===== config.mk =====
export PLATFORM = sky130hd
export DESIGN_NAME = pwm_capture_flat
export DESIGN_NICKNAME = d
export VERILOG_FILES = /design/src/rtl/pwm_capture_if.sv /design/src/rtl/pwm_capture.sv /design/src/flat_wrapper.sv
export SDC_FILE = /design/constraint.sdc
export NUM_CORES = 1
export LEC_CHECK = 0
export BUFFER_PORTS_ARGS = -buffer_cell sky130_fd_sc_hd__buf_2
export CORE_UTILIZATION = 55
export CTS_BUF_LIST = sky130_fd_sc_hd__clkbuf_2
export DETAILED_ROUTE_END_ITERATION = 7
export HOLD_SLACK_MARGIN = 0.02
export MAX_ROUTING_LAYER = met4
export PLACE_DENSITY = 0.75
export REMOVE_ABC_BUFFERS = 1
export SYNTH_ARGS = -nofsm -noshare
export SYNTH_HDL_FRONTEND = slang
export SYNTH_SLANG_ARGS = --single-unit

===== constraint.sdc =====
create_clock -name clk -period 2.58 [get_ports clk]
set_input_delay 0.129 -clock clk [delete_from_list [all_inputs] [get_ports clk]]
set_output_delay 0.129 -clock clk [all_outputs]
set_load 0.01 [all_outputs]

===== src/rtl/pwm_capture_if.sv =====
// -----------------------------------------------------------------------------
// pwm_capture_if
//   Result bundle of the PWM capture block: the latest high-time / period
//   measurement with its one-cycle update strobe, plus the stuck-line flags.
//
//   Parameters
//     TIMEOUT       timeout in clk cycles; sets the count width
//   Signals (driven by the master side)
//     high_time     [CW] high cycles in the last complete period
//     period        [CW] cycles between the last two accepted rising edges
//     sample_valid       one-cycle pulse when high_time/period update
//     stuck              no accepted rising edge for TIMEOUT cycles
//     stuck_level        line level while stuck, 0 otherwise
//   Modports
//     master        producer (pwm_capture)
//     slave         consumer
// -----------------------------------------------------------------------------
interface pwm_capture_if #(
    parameter int TIMEOUT = 2400
);
    localparam int CW = $clog2(TIMEOUT + 1);

    logic [CW-1:0] high_time;
    logic [CW-1:0] period;
    logic          sample_valid;
    logic          stuck;
    logic          stuck_level;

    modport master (
        output high_time,
        output period,
        output sample_valid,
        output stuck,
        output stuck_level
    );

    modport slave (
        input high_time,
        input period,
        input sample_valid,
        input stuck,
        input stuck_level
    );
endinterface


===== src/rtl/pwm_capture.sv =====
// -----------------------------------------------------------------------------
// pwm_capture
//   Measures an incoming PWM waveform. Every complete period yields one
//   high_time/period sample with a one-cycle strobe; a line that stops
//   producing rising edges for TIMEOUT cycles is flagged as stuck.
//
//   Optional feature macro: PWM_CAPTURE_GLITCH_FILTER_EN
//     defined   - glitch filter between synchronizer and edge detect; the
//                 level only follows the line after FILTER_LEN stable cycles
//     undefined - level is the synchronizer output directly
//
//   Parameters
//     PWM_INTERVAL  nominal period in clk cycles
//     TIMEOUT       cycles without an accepted rise before stuck asserts
//     FILTER_LEN    glitch-filter length (filter build only)
//   Ports
//     clk           12 MHz system clock
//     rst_n         synchronous active-low reset
//     pwm_in        PWM input, asynchronous to clk
//     cap           pwm_capture_if.master result bundle
// -----------------------------------------------------------------------------
// state | meaning
// IDLE  | waiting for the line to be low before arming
// ARMED | waiting for the first rising edge; nothing measured yet
// HIGH  | inside the high phase of a period
// LOW   | inside the low phase; next rise closes the period
// -----------------------------------------------------------------------------
module pwm_capture #(
    parameter int PWM_INTERVAL = 1200,
    parameter int TIMEOUT      = 2 * PWM_INTERVAL,
    parameter int FILTER_LEN   = 4
) (
    input  logic          clk,
    input  logic          rst_n,
    input  logic          pwm_in,
    pwm_capture_if.master cap
);
    localparam int            CW      = $clog2(TIMEOUT + 1);
    localparam logic [CW-1:0] CNT_MAX = CW'(TIMEOUT);
    localparam logic [CW-1:0] CNT_ONE = CW'(1);

    if (FILTER_LEN < 1 || TIMEOUT < PWM_INTERVAL) begin : g_param_check
        $error("pwm_capture: FILTER_LEN must be >= 1 and TIMEOUT >= PWM_INTERVAL");
    end

    // ------------------------------------------------------------------
    // Front end: synchronizer, optional filter, edge detect
    // ------------------------------------------------------------------
    logic s1_q;
    logic s2_q;
    logic lvl;
    logic lvl_dly_q;
    logic rise;

    always_ff @(posedge clk) begin
        if (!rst_n) begin
            s1_q <= 1'b0;
            s2_q <= 1'b0;
        end else begin
            s1_q <= pwm_in;
            s2_q <= s1_q;
        end
    end

`ifdef PWM_CAPTURE_GLITCH_FILTER_EN
    localparam int FW        = $clog2(FILTER_LEN + 1);
    localparam int PRIME_LEN = 2 + FILTER_LEN;

    logic [FW-1:0] filt_cnt_q;
    logic          lvl_q;

    // Counts consecutive cycles where s2 disagrees with the filtered level;
    // any agreeing cycle restarts the count, so short pulses never get through.
    always_ff @(posedge clk) begin
        if (!rst_n) begin
            filt_cnt_q <= '0;
            lvl_q      <= 1'b0;
        end else if (s2_q != lvl_q) begin
            if (filt_cnt_q == FW'(FILTER_LEN - 1)) begin
                lvl_q      <= s2_q;
                filt_cnt_q <= '0;
            end else begin
                filt_cnt_q <= filt_cnt_q + 1'b1;
            end
        end else begin
            filt_cnt_q <= '0;
        end
    end

    assign lvl = lvl_q;
`else
    localparam int PRIME_LEN = 2;

    assign lvl = s2_q;
`endif

    always_ff @(posedge clk) begin
        if (!rst_n) begin
            lvl_dly_q <= 1'b0;
        end else begin
            lvl_dly_q <= lvl;
        end
    end

    assign rise = lvl & ~lvl_dly_q;

    // The front-end flops come out of reset at 0, so for the first few cycles
    // lvl reads low even if the line is high. IDLE must not treat that reset
    // artefact as a real low level, or a line high at reset release would arm
    // immediately and produce a truncated first period.
    localparam int PW = $clog2(PRIME_LEN + 1);

    logic [PW-1:0] prime_cnt_q;
    logic          primed;

    assign primed = (prime_cnt_q == PW'(PRIME_LEN));

    always_ff @(posedge clk) begin
        if (!rst_n) begin
            prime_cnt_q <= '0;
        end else if (!primed) begin
            prime_cnt_q <= prime_cnt_q + 1'b1;
        end
    end

    // ------------------------------------------------------------------
    // Measurement FSM
    // ------------------------------------------------------------------
    typedef enum logic [1:0] {
        IDLE,
        ARMED,
        HIGH,
        LOW
    } state_t;

    state_t        state_q;
    logic [CW-1:0] cnt_p_q;
    logic [CW-1:0] cnt_h_q;
    logic [CW-1:0] high_time_q;
    logic [CW-1:0] period_q;
    logic          sample_valid_q;
    logic          stuck_q;
    logic          stuck_level_q;

    logic [CW-1:0] cnt_p_inc;
    logic          timeout;

    assign cnt_p_inc = (cnt_p_q == CNT_MAX) ? CNT_MAX : cnt_p_q + CNT_ONE;
    // A rise in the same cycle as the timeout always wins.
    assign timeout   = (cnt_p_q == CNT_MAX) && !rise;

    always_ff @(posedge clk) begin
        if (!rst_n) begin
            state_q        <= IDLE;
            cnt_p_q        <= '0;
            cnt_h_q        <= '0;
            high_time_q    <= '0;
            period_q       <= '0;
            sample_valid_q <= 1'b0;
            stuck_q        <= 1'b0;
            stuck_level_q  <= 1'b0;
        end else begin
            sample_valid_q <= 1'b0;
            cnt_p_q        <= cnt_p_inc;

            if (stuck_q || timeout) begin
                stuck_level_q <= lvl;
            end
            if (timeout) begin
                stuck_q <= 1'b1;
            end

            case (state_q)
                IDLE: begin
                    if (primed && !lvl) begin
                        state_q <= ARMED;
                        cnt_p_q <= '0;
                    end
                end

                ARMED: begin
                    if (rise) begin
                        state_q       <= HIGH;
                        cnt_p_q       <= CNT_ONE;
                        cnt_h_q       <= CNT_ONE;
                        stuck_q       <= 1'b0;
                        stuck_level_q <= 1'b0;
                    end else if (timeout) begin
                        state_q <= IDLE;
                    end
                end

                HIGH: begin
                    if (timeout) begin
                        state_q <= IDLE;
                    end else if (!lvl) begin
                        state_q <= LOW;
                    end else begin
                        cnt_h_q <= cnt_h_q + CNT_ONE;
                    end
                end

                LOW: begin
                    if (rise) begin
                        state_q        <= HIGH;
                        period_q       <= cnt_p_q;
                        high_time_q    <= cnt_h_q;
                        sample_valid_q <= 1'b1;
                        cnt_p_q        <= CNT_ONE;
                        cnt_h_q        <= CNT_ONE;
                    end else if (timeout) begin
                        state_q <= IDLE;
                    end
                end

                default: begin
                    state_q <= IDLE;
                end
            endcase
        end
    end

    assign cap.high_time    = high_time_q;
    assign cap.period       = period_q;
    assign cap.sample_valid = sample_valid_q;
    assign cap.stuck        = stuck_q;
    assign cap.stuck_level  = stuck_level_q;

endmodule


===== src/flat_wrapper.sv =====
// flat-port wrapper written by rule: the top's interface ports become plain ports
module pwm_capture_flat 
#(
    parameter int PWM_INTERVAL = 1200,
    parameter int TIMEOUT      = 2 * PWM_INTERVAL,
    parameter int FILTER_LEN   = 4
)
  (clk, rst_n, pwm_in, cap_high_time, cap_period, cap_sample_valid, cap_stuck, cap_stuck_level);
  pwm_capture_if #(.TIMEOUT(TIMEOUT)) cap_i ();
  input  logic clk;
  input  logic rst_n;
  input  logic pwm_in;
  output wire logic [$bits(cap_i.high_time)-1:0] cap_high_time;
  output wire logic [$bits(cap_i.period)-1:0] cap_period;
  output wire logic [$bits(cap_i.sample_valid)-1:0] cap_sample_valid;
  output wire logic [$bits(cap_i.stuck)-1:0] cap_stuck;
  output wire logic [$bits(cap_i.stuck_level)-1:0] cap_stuck_level;
  assign cap_high_time = cap_i.high_time;
  assign cap_period = cap_i.period;
  assign cap_sample_valid = cap_i.sample_valid;
  assign cap_stuck = cap_i.stuck;
  assign cap_stuck_level = cap_i.stuck_level;
  pwm_capture #(.PWM_INTERVAL(PWM_INTERVAL), .TIMEOUT(TIMEOUT), .FILTER_LEN(FILTER_LEN)) u_core (.clk(clk), .rst_n(rst_n), .pwm_in(pwm_in), .cap(cap_i));
endmodule

==> flow_summary_export.csv <==
group,metric,value,unit
run_status,status,"complete, but fails checks",
run_status,failed_checks,"design-rule violations",
sta,rsz0062_at_grt,"false",
synthesis,synth_fa_ha_area_frac,0.0202,
pwr,max-vdd-ir-drop,0.349,mV
floorplan,fp-row-count,24,
place,portBuffers,29,
synthesis,synth_area,2480,µm²
clocking,cts.sinks,58,
floorplan,die_y,69.2,µm
clocking,numCtsBuffers,9,
synthesis,yosys_warnings,0,
synthesis,ys.flop_type,"dfxtp_1",
synthesis,synth-seq-cells,58,
synthesis,synthMuxAreaShare,0,
cells_and_area,syn_to_final_growth,10.5,%
floorplan,core_area,4350,µm²
global_route,antenna_found_initial,0,
sta,fin_skew,0.0123,ns
synthesis,synth_most_common_cell,"nand2_1",
sta,period_share,0.822,
critical_path,startpoint_type,"flop",
synthesis,synth_simple_gate_area_frac,0.264,
synthesis,synth_cell_types,40,
sta,fmax,472,MHz
floorplan,initial_core_util,0.570,
synthesis,synth_top_area_frac,0.468,
clocking,ctsResizeCount,0,
sta,slew_violations,0,
job,cap_violations,0,
pwr,p_per_area,569,nW/µm²
detailed_routing,wl_met1,2350,µm
global_route,grt_pass1_wl,8140,µm
critical_path,critPathCaptureType,"flop",
clocking,clock_path_buffers,2,
sta,finalHoldWorstSlack,0.0341,ns
global_route,first_global_vias,1813,
detailed_routing,top_layer,"met4",
detailed_routing,wl_met2,1870,µm
synthesis,async_reset_ff_frac,0,
synthesis,syn_inst,283,
synthesis,synth.avg_cell_area,8.78,µm²
clocking,cts_root_buf,"clkbuf_2",
detailed_routing,vias_per_cell,5.41,
global_route,grtUsageTotal,0.220,
floorplan,die-area,4790,µm²
global_route,grt-ovfl-total,0,
detailed_routing,vias,2012,
clocking,h-tree-depth,3,
pwr,p_leak,0.00105,µW
synthesis,yosys.area.top_type,"dfxtp_1",
synthesis,yosys.area_share.xor_xnor,0.0353,
critical_path,crit_path_max_fanout,18,
synthesis,synth_top_family_by_area,"simple AND/OR/NAND/NOR gates",
synthesis,synthTopCellsByArea,"dfxtp_1 (47%), nand2_1 (8.9%), a21boi_0 (7.3%)",
critical_path,critPathKind,"reg2reg",
place,dp_hpwl,2980,µm
critical_path,crit_required,2.94,ns
sta,max_slew.worst_pin.slew,0.796,ns
clocking,cts_tree,"built",
synthesis,yosysSeqAreaShare,0.468,
detailed_routing,wl_per_cell,12.1,µm
clocking,path_clk_slew,0.15,ns
sta,finalSetupTns,0,ns
detailed_routing,totalWireLength,4510,µm
clocking,clk_latency,0.48,ns
sta,hold_violations,0,
cells_and_area,nets,322,
sta,report.final.setup_viol,0,
global_route,grt_max_degree,38,
floorplan,io-pin-count,30,
sta,slew_headroom,0.468,
synthesis,synth_compound_area_frac,0.170,
detailed_routing,drc,1,
critical_path,arrival,2.48,ns
synthesis,ys_top_cells_by_count,"nand2_1 (59), dfxtp_1 (58), a21boi_0 (24), a21oi_1 (13), nor2_1 (13)",
place,gp_congestion,0.833,
synthesis,synth-edff-count,0,
worst_hold_path,hp-class,"in2reg",
cells_and_area,drive_gt1_frac,0.175,
sta,layout_min_cycle_time,2.12,ns
detailed_routing,firstDrtPassIters,7,
detailed_routing,met3_length,191,µm
detailed_routing,antenna_left,0,
cells_and_area,n_antenna_cell,0,
detailed_routing,drtIter0Drc,126,
floorplan,dieWidth,69.2,µm
sequential cells by signal (all words and copies together) (netlist names):
| register | count |
|---|---|
| u_core.cap.high_time | 12 |
| u_core.cap.period | 12 |
| u_core.cnt_h_q | 12 |
| u_core.cnt_p_q | 12 |
| u_core.prime_cnt_q | 2 |
| u_core.state_q | 2 |
| u_core.cap.sample_valid | 1 |
| u_core.cap.stuck | 1 |
| u_core.cap.stuck_level | 1 |
| u_core.lvl | 1 |
| u_core.lvl_dly_q | 1 |
| u_core.s1_q | 1 |
cell usage in the layout (no fill, tap or decap), types with 3 or more instances in the layout:
master,count
a21boi_0,24
a21oi_1,13
and2_1,6
and3_1,4
buf_2,29
buf_4,5
clkbuf_2,12
clkinv_2,3
dfxtp_1,58
ha_1,4
inv_1,8
nand2_1,59
nand3_1,7
nand4_1,7
nor2_1,13
o21a_1,3
o21ai_0,5
o21ai_1,4
o31ai_1,8
or3_1,6
or4_1,9
xnor2_1,3
xor2_1,7
metal layers:
layer  vias to the layer above  track usage
met4                         0        0.118
li1                       1048            -
met2                        46        0.301
met3                        11       0.0669
met1                       907        0.290
met5                         -            -
final timing paths:
kind                      from           endpoint  slack (ns)  depth (start not counted)
min reg2reg        u_core.s1_q         u_core.lvl        0.47                          1
max          u_core.cnt_p_q[8]  u_core.cnt_h_q[2]        0.46                          5
max reg2reg  u_core.cnt_p_q[8]  u_core.cnt_h_q[2]        0.46                          5
min                      rst_n  u_core.cnt_p_q[8]        0.03                          3
logic make-up (layout without fill, tap and decap cells):
family,after synthesis,after routing
buf+inv,22,59
fa+ha+maj,4,4
simple gates,127,127
xor+xnor,10,10
flops,58,58
compound gates,62,62
stage by stage:
| step | total power [µW] | setup slack (ns) | area (µm²) | cells | utilization |
|---|---|---|---|---|---|
| global placement | 1130 | 0.516 | 2660 | 355 | 0.610 |
| floorplan | 1090 | 0.707 | 2410 | 269 | - |
| finish | 1560 | 0.459 | 2740 | 372 | 0.630 |
| CTS | 1570 | 0.459 | 2740 | 372 | 0.630 |
| detailed placement | 1130 | 0.494 | 2660 | 355 | 0.610 |
| global route | 1650 | 0.240 | 2740 | 372 | 0.630 |
layout make-up:
type | instances | area [µm²]
clock inverter | 4 | 18.8
inverter | 8 | 30.0
multi-input combinational | 203 | 1220
sequential | 58 | 1160
timing repair buffer | 35 | 193
clock buffer | 12 | 60.1
fill | 393 | 1610
tap | 52 | 65.1
timing repair:
action	4_1_cts	5_1_grt
hold endpoints to repair	1	0
hold buffers	1	0
buffers inserted	0	0
worst max-delay path, cell delays in order (launching register included):
cell and delay [ns]:
dfxtp_1 0.45, or4b_4 0.53, nor4_4 0.60, buf_4 0.26, or3_1 0.11, a21oi_1 0.06
where the power goes:
part | total, µW | internal, µW | switching (µW)
sequential | 971 | 930 | 40.8
clock | 450 | 131 | 319
combinational | 140 | 70.7 | 69.4
total | 1560 | 1130 | 429
Power figures use the tool's default switching activity.
